**src/rtl/cv32e40p_ded_monitor.sv**
```systemverilog
// cv32e40p_ded_monitor: aggregates per-channel register-file DED flags into sticky
// bits, saturating counters, a first-error capture and an alert/ack interrupt FSM.
// Optional feature: define CV32E40P_DED_TIMESTAMP_EN to add a free-running cycle
// counter and the first_ts_o capture port.

// Per-channel counter and sticky bit. Lanes see clear already folded into the base.
module cv32e40p_ded_monitor_ch #(
  parameter int unsigned CNT_W = 8
) (
  input  logic             clk_i,
  input  logic             rst_i,
  input  logic             clr,
  input  logic             ev,
  output logic [CNT_W-1:0] cnt_q,
  output logic [CNT_W-1:0] cnt_nxt,
  output logic             sticky_q,
  output logic             ovf_hit
);
  logic [CNT_W-1:0] base;
  logic             sat;

  // Next count: restart from zero on clear, then apply this cycle's event.
  always_comb begin
    base    = clr ? '0 : cnt_q;
    sat     = &base;
    cnt_nxt = base;
    if (ev && !sat) cnt_nxt = base + 1'b1;
    ovf_hit = ev & sat;
  end

  // Counter and sticky flag registers.
  always_ff @(posedge clk_i) begin
    if (rst_i) begin
      cnt_q    <= '0;
      sticky_q <= 1'b0;
    end else begin
      cnt_q    <= cnt_nxt;
      sticky_q <= (clr ? 1'b0 : sticky_q) | ev;
    end
  end
endmodule

module cv32e40p_ded_monitor #(
  parameter int unsigned NUM_CH    = 3,
  parameter int unsigned CNT_W     = 8,
  parameter int unsigned ALARM_THR = 1,
  parameter int unsigned TS_W      = 32
) (
  input  logic                                     clk_i,
  input  logic                                     rst_i,
  input  logic                                     enable_i,
  input  logic [NUM_CH-1:0]                        ded_i,
  input  logic                                     clear_i,
  input  logic                                     irq_ack_i,
  output logic                                     irq_o,
  output logic [NUM_CH-1:0]                        sticky_o,
  output logic [NUM_CH*CNT_W-1:0]                  cnt_o,
  output logic                                     first_valid_o,
  output logic [((NUM_CH>1)?$clog2(NUM_CH):1)-1:0] first_ch_o,
`ifdef CV32E40P_DED_TIMESTAMP_EN
  output logic [TS_W-1:0]                          first_ts_o,
`endif
  output logic                                     overflow_o
);
  localparam int unsigned CH_W = (NUM_CH > 1) ? $clog2(NUM_CH) : 1;
  localparam logic [CNT_W-1:0] THR = CNT_W'(ALARM_THR);

  typedef enum logic [1:0] {IDLE, ALERT, HOLD} state_t;
  state_t state;

  logic [NUM_CH-1:0]            ev, ovf_hit;
  logic [NUM_CH-1:0][CNT_W-1:0] cnt_q, cnt_nxt;
  logic                         any_ev, alarm;
  logic [CH_W-1:0]              low_idx;

  assign ev     = ded_i & {NUM_CH{enable_i}};
  assign any_ev = |ev;
  assign cnt_o  = cnt_q;

  for (genvar k = 0; k < NUM_CH; k++) begin : g_ch
    cv32e40p_ded_monitor_ch #(.CNT_W(CNT_W)) u_ch (
      .clk_i    (clk_i),
      .rst_i    (rst_i),
      .clr      (clear_i),
      .ev       (ev[k]),
      .cnt_q    (cnt_q[k]),
      .cnt_nxt  (cnt_nxt[k]),
      .sticky_q (sticky_o[k]),
      .ovf_hit  (ovf_hit[k])
    );
  end

  // Lowest firing channel and whether any next count reaches the alarm threshold.
  always_comb begin
    low_idx = '0;
    alarm   = 1'b0;
    for (int k = NUM_CH - 1; k >= 0; k--) begin
      if (ev[k]) low_idx = CH_W'(k);
    end
    for (int k = 0; k < NUM_CH; k++) begin
      if (cnt_nxt[k] >= THR) alarm = 1'b1;
    end
  end

  // Alert FSM; clear restarts from IDLE with this cycle's events applied.
  always_ff @(posedge clk_i) begin
    if (rst_i) begin
      state <= IDLE;
      irq_o <= 1'b0;
    end else if (clear_i) begin
      state <= alarm ? ALERT : IDLE;
      irq_o <= alarm;
    end else begin
      case (state)
        IDLE:  if (alarm) begin state <= ALERT; irq_o <= 1'b1; end
        ALERT: if (irq_ack_i && !any_ev) begin state <= HOLD; irq_o <= 1'b0; end
        HOLD:  if (any_ev) begin state <= ALERT; irq_o <= 1'b1; end
        default: begin state <= IDLE; irq_o <= 1'b0; end
      endcase
    end
  end

  // First-error capture and sticky overflow flag.
  always_ff @(posedge clk_i) begin
    if (rst_i) begin
      first_valid_o <= 1'b0;
      first_ch_o    <= '0;
      overflow_o    <= 1'b0;
    end else if (clear_i) begin
      first_valid_o <= any_ev;
      first_ch_o    <= any_ev ? low_idx : '0;
      overflow_o    <= 1'b0;
    end else begin
      if (!first_valid_o && any_ev) begin
        first_valid_o <= 1'b1;
        first_ch_o    <= low_idx;
      end
      if (|ovf_hit) overflow_o <= 1'b1;
    end
  end

`ifdef CV32E40P_DED_TIMESTAMP_EN
  logic [TS_W-1:0] ts_q;

  // Free-running cycle stamp and its capture alongside first_valid_o.
  always_ff @(posedge clk_i) begin
    if (rst_i) begin
      ts_q       <= '0;
      first_ts_o <= '0;
    end else begin
      ts_q <= ts_q + 1'b1;
      if (clear_i)                          first_ts_o <= any_ev ? ts_q : '0;
      else if (!first_valid_o && any_ev)    first_ts_o <= ts_q;
    end
  end
`endif
endmodule

```
**config.mk**
```make
export PLATFORM = sky130hd
export DESIGN_NAME = cv32e40p_ded_monitor
export DESIGN_NICKNAME = d
export VERILOG_FILES = /design/src/rtl/cv32e40p_ded_monitor.sv
export SDC_FILE = /design/constraint.sdc
export NUM_CORES = 1
export LEC_CHECK = 0
export CAP_MARGIN = 20
export CORE_MARGIN = 4
export CORE_UTILIZATION = 55
export DETAILED_ROUTE_END_ITERATION = 10
export PLACE_DENSITY = 0.85
export SLEW_MARGIN = 15
export SYNTH_ARGS = -nofsm -noshare
export SYNTH_HDL_FRONTEND = slang
export SYNTH_SLANG_ARGS = --single-unit
```
**constraint.sdc**
```tcl
create_clock -name clk_i -period 3.8 [get_ports clk_i]
set_clock_uncertainty 0.1 [all_clocks]
set_input_delay 0.76 -clock clk_i [delete_from_list [all_inputs] [get_ports clk_i]]
set_output_delay 0.76 -clock clk_i [all_outputs]
set_load 0.01 [all_outputs]
```
Word level (Yosys, flattened, before mapping)
Cells that the tools add are included.
Widths: inputs -> output; s select.
- logic and storage cells: 79
- input bits: 8
- register bits: 34
- bitwise logic cells: 7
- $add $sub $neg: 3
- eq/ne operators: 5
- reductions and logical operators: 19
- $lt $le $gt $ge: 3
- mux-type cells: 31
- operators with widths (cell ; count):
    $mux 8 ; 6
    $add 8x1->8 const B ; 3
    $ge 8x1->1 const B ; 3
    $reduce_and 8->1 ; 3
    $mux 2 ; 10
    $mux 1 ; 13
    $ne 3x3->1 const B ; 3
    $pmux 2 s3 ; 1
    $reduce_or 3->1 ; 2
    $logic_and 1x1->1 ; 5
    $logic_not 1->1 ; 5
    $and 1x1->1 ; 3
    $and 3x3->3 ; 1
    $or 1x1->1 ; 3
    $pmux 1 s3 ; 1
    $reduce_and 3->1 ; 1
    $eq 2x1->1 const B ; 1
    $eq 2x2->1 const B ; 1
    $logic_not 2->1 ; 1
    $reduce_bool 2->1 ; 1
    $reduce_or 2->1 ; 1

Logic depth before layout (Yosys ltp)
- word-level depth: 12
- depth in mapped cells: 10

By module
Synthesis repeated with hierarchy kept, for this count alone.
- cell total of the unflattened synthesis: 218
- area total of the unflattened synthesis: 1829.3 sq um
- by module, submodules not included (module ; times used ; cells each ; sequential area each (sq um) ; area each (sq um)):
    cv32e40p_ded_monitor_ch ; 3 ; 58 ; 180.2 ; 485.5
    cv32e40p_ded_monitor ; 1 ; 44 ; 120.1 ; 372.9

Worst setup path before layout
Ideal clock, no wire load.
- path kind: input to register
- from: in clear_i
- to: reg state[0]
- path slack: 1.176 ns
- stages on the path: 9
- arrival time: 2.391 ns
- required time: 3.567 ns
- path buffers: 1
- cell sequence: buf_2 nor2b_1 ha_1 and2_1 a41o_4 or3_1 a211oi_1 and4_1 a311oi_1
- longest elaborated chain between the ends: 11
- elaborated cells between the ends (all ways): 30
- classes of those cells: 3 x add/sub; 3 x order compare; 3 x eq/ne; 11 x mux; 10 x reduce/logical
- RTL lines (what ; RTL line ; text):
    start: declaration ; 53 ; input logic clear_i,
    branches (longest 11 deep; another with $add 8x1->8) ; -- ;
    end signal: assignment ; 111 ; state <= alarm ? ALERT : IDLE;
    end: declaration ; 69 ; state_t state;
Several ways; the timed one is not identified.
A chain may end at the register's enable or synchronous reset.

Worst setup path after layout
Same ends and word-level chain as after synthesis.

==> flow_results.org <==
** STA
- Post-route setup slack :: 0.732 ns
- Headroom to the max-slew limit came out at 64.6%.
- Setup TNS Final :: 0 ns
- Setup repair after global routing missed its margin :: false
- Based on the critical path, the design can be clocked at up to 326 MHz.
- The number of failing hold endpoints at the final stage is 0.
- The smallest clock period supported by the final layout is computed as 3.07 ns.
- Setup violations remaining at the end of the flow were counted as 0.
- Post-route clock period utilization :: 80.7%
- Worst Max-Slew Pin Slew :: 0.530 ns
- The count of pins over their slew limit is 0.

** Detailed routing
- The first detailed-routing pass ran for 4 iterations.
- Total DRC errors in the routed layout :: 0
- In this run the remaining antenna-violating nets after routing total 0.
- Iter 0 DRT Violations :: 212
- Via count normalized by instance count :: 5.84
- The final layout contains routed wiring with a total length of 4810 um.
- Vias after detailed routing :: 1,879
- WL/cell :: 14.9 um

** Placed design
- Instance area after placement :: 2310 um2
- During placement, the flow inserted port buffers numbering 39.
- Routability-driven placement finished with a final weighted congestion of 0.896.
- Before CTS, the worst setup slack after placement is 0.392 ns.
- Detailed placement ended at an HPWL of 3660 um.
- Once placement completed, the tool counted placed cells totaling 314.

** Floorplanning
- For this design the top-level I/O count stands at 40.
- The floorplan has 21 rows.
- From bottom edge to top edge, the die measures 66.9 um.
- Die width :: 66.9 um
- Core outline area :: 3340 um2
- Die Area :: 4480 um2
- Starting Density :: 57.3%

** Critical path
- Data arrival, critical path :: 3.20 ns
- Element type at the critical path start :: primary input
- Worst EP required :: 3.94 ns
- Slowest stage cell on the critical path :: clkdlybuf4s50_1
- Combined buffer and inverter count along the critical path :: 2
- Worst path cell trace :: clkdlybuf4s50_1 > buf_4 > and2b_1 > ha_1 > nand4b_1 > nor2_1 > nor2_1 > mux2_2 > o41ai_1 > a311oi_1
- For flop-to-flop paths, the worst setup slack is 1.54 ns.
- On the critical path the largest part of the delay comes from buffers and inverters.
- Along the worst path, the maximum fanout reaches 7.
- By startpoint and endpoint, the worst setup path is classified as primary input to register.
- For this run, the slowest stage of the critical path takes 0.60 ns.
- STA classifies the critical path endpoint as a register.
- Most frequent cell on the critical path :: nor2_1

** Pwr
- Combinational power share :: 12.3%
- In this run the static leakage power is 0.825 nW.
- The clock network is responsible for 30.3% of the overall power.
- For this design the ratio of total power to cell area is 265 nW/um2.
- Sequential cells account for 57.4% of the total power.
- Switching power total :: 165 uW
- Cell internal power was estimated by the tool at 460 uW.
- Maximum vdd drop :: 0.204 mV
- In this run switching power makes up 26.4% of total power.

** CTS
- Largest buffer count on any clock path :: 2
- Number of CTS-inserted buffers :: 5
- CTS Hold Bufs :: 0
- In this run, post-CTS repair resized a total of 0 instances.
- Clock latency on the worst-skew pair, taken at its later pin, is 0.35 ns.
- Post-CTS setup-driven buffer insertion count :: 0
- Clock tree from TritonCTS :: yes
- Clk root buf :: clkbuf_4
- After clock tree synthesis, the clock-pin slew on the worst setup and hold paths is 0.11 ns.
- Number of levels in the clock H-tree :: 2
- The tree built by TritonCTS fans out to 33 sinks.

** Logic synthesis
- Yosys mapped the design onto 45 distinct sky130hd cell types.
- The synthesized netlist devotes 33.4% of its cell area to simple gates.
- Multiplexer share of the synthesized area :: 4.78%
- Yosys mapped a number of flops with a built-in enable equal to 0.
- The number of nets handed over by synthesis was 246.
- dfxtp_1 takes more of the synthesized area than any other cell.
- Mean area per synthesized cell :: 8.13 um2
- The cell area that synthesis handed to floorplanning was 1910 um2.
- Area fraction in compound gates after synthesis :: 14.7%
- In the synthesized netlist the async set-or-reset flop fraction comes to 0%.
- Leading post-synthesis cells by cell area :: dfxtp_1, nor2_1, nand2_1
- Most used DFF post-synth :: dfxtp_1
- Number of instances in the synthesized netlist :: 235
- After Yosys synthesis, full adders, half adders and majority gates account for 1.96% of the synthesized area.
- Proportion of synthesized chip area in sequential cells :: 34.6%
- After Yosys synthesis, XOR and XNOR cells account for 5.50% of the synthesized area.
- Synth Warn # :: 0
- Combinational family with the most area after synthesis :: simple AND/OR/NAND/NOR gates
- Summed over its instances, the top area cell type makes up 34.6% of the synthesized netlist area.
- Counting flops and latches in the post-synthesis netlist gives 33.

** Final layout
- Post-layout instance count excluding filler cells :: 322
- Relative area change from synthesis to final layout :: 23.6%
- For this run, the share of the core covered by cells in the final layout is 70.8%.
- # nets final :: 286
- Antenna diodes :: 0
- With fillers left out, the area of the finished cells amounts to 2360 um2.
- Of the cells placed in the final design, the portion with a size suffix greater than 1 is 6.16%.

** GRT
- Total track usage :: 23.0%
- Pin count of the biggest net entering global routing :: 25
- Total global routing overflow :: 0
- Global-route wire length before repair :: 7840 um
- Via count of the first global-routing pass :: 1,725
- Antenna violations before repair :: 0

** Flow run
- Number of violations of the max-capacitance limit :: 0

** Run status
- Run status :: finished, final reports clean

** Hold path
- Classification of the worst-slack hold path :: register to register
stage by stage:
stage                     power [mW]  hold WS [ns]
after detailed placement       0.443         0.355
after floorplan                0.411         0.344
after global routing           0.647         0.381
after CTS                      0.629         0.369
final                          0.626         0.367
after global placement         0.442         0.353
cell usage after synthesis (3+ instances only):
cell type  number
nor2_1         34
dfxtp_1        33
nand2_1        23
nor3_1         13
nor2b_1        12
a21oi_1         9
nand3_1         9
xnor2_1         9
mux2i_1         8
o21ai_0         7
a31oi_1         6
nand4_1         6
a211oi_1        5
and3_1          5
and4_1          3
buf_4           3
buf_6           3
ha_1            3
inv_1           3
nand3b_1        3
nand4b_1        3
xor2_1          3
layout by cell type, fill, tap and decap left out, drive strengths merged, types with 2 or more instances in the layout:
cell type	netlist	routed
clkdlybuf4s50	0	39
nor2	34	34
dfxtp	33	33
nand2	23	23
nor3	13	13
nor2b	12	12
nand3	9	9
a21oi	9	9
xnor2	9	9
o21ai	9	9
mux2i	8	8
nand4	6	6
a31oi	6	6
clkbuf	2	6
and3	5	5
a211oi	5	5
buf	8	5
inv	3	3
nand3b	3	3
nand4b	3	3
and4	3	3
xor2	3	3
ha	3	3
and2b	2	2
and4b	2	2
and2	2	2
nand2b	2	2
a311oi	2	2
o211ai	2	2
clkinv	0	2
registers in the layout, summed over array words and instances, names as in the netlist:
name                count
first_ch_o              2
first_valid_o           1
g_ch.u_ch.cnt_q        24
g_ch.u_ch.sticky_q      3
overflow_o              1
state                   2
layer usage:
layer,up-vias,wire length [um],global-route usage (%)
met5,-,0,0
met4,0,90,8.61
met3,10,424,4.22
met2,90,2230,37.5
met1,851,2060,29.8
li1,928,-,-
worst paths after layout:
kind / from / to / depth (start not counted)
min: g_ch[2].u_ch.sticky_q / g_ch[2].u_ch.sticky_q / 2
max: clear_i / state[0] / 10
min reg2reg: g_ch[2].u_ch.sticky_q / g_ch[2].u_ch.sticky_q / 2
max reg2reg: g_ch[2].u_ch.cnt_q[0] / state[0] / 9
final cells by class:
cell class                 count  area (um2)
clock buffer                   6        41.3
inverter                       3        11.3
sequential                    33         661
fill                         286         976
multi-input combinational    188        1150
clock inverter                 2        10.0
tap                           46        57.6
timing repair buffer          44         428
cell families (layout without fill, tap and decap cells):
kind of cell,Yosys count,count (layout)
AOI/OAI and AO/OA,41,41
xor gates and xnor gates,12,12
adders and majority gates,3,3
buffers and inverters,14,55
DFF,33,33
muxes,9,9
and+or+nand+nor,123,123
power groups by stage:
stage / combinational [mW] / clock [mW] / sequential [mW]
2_1_floorplan: 0.0428 / 0 / 0.368
3_3_place_gp: 0.0753 / 0 / 0.367
3_5_place_dp: 0.0763 / 0 / 0.367
4_1_cts: 0.0766 / 0.193 / 0.359
5_1_grt: 0.0836 / 0.203 / 0.360
6_report: 0.0771 / 0.190 / 0.359
worst register-to-register path, delay by kind of cell (launching register included):
family,cells,cell delay (ns)
adder cells (fa/ha/maj),1,0.20
AND/OR/NAND/NOR,3,0.45
AO/OA/AOI/OAI,3,0.80
XOR/XNOR,1,0.18
flip-flops,1,0.35
buffers and inverters,1,0.09
No activity file was read; power rests on OpenSTA's default activity.
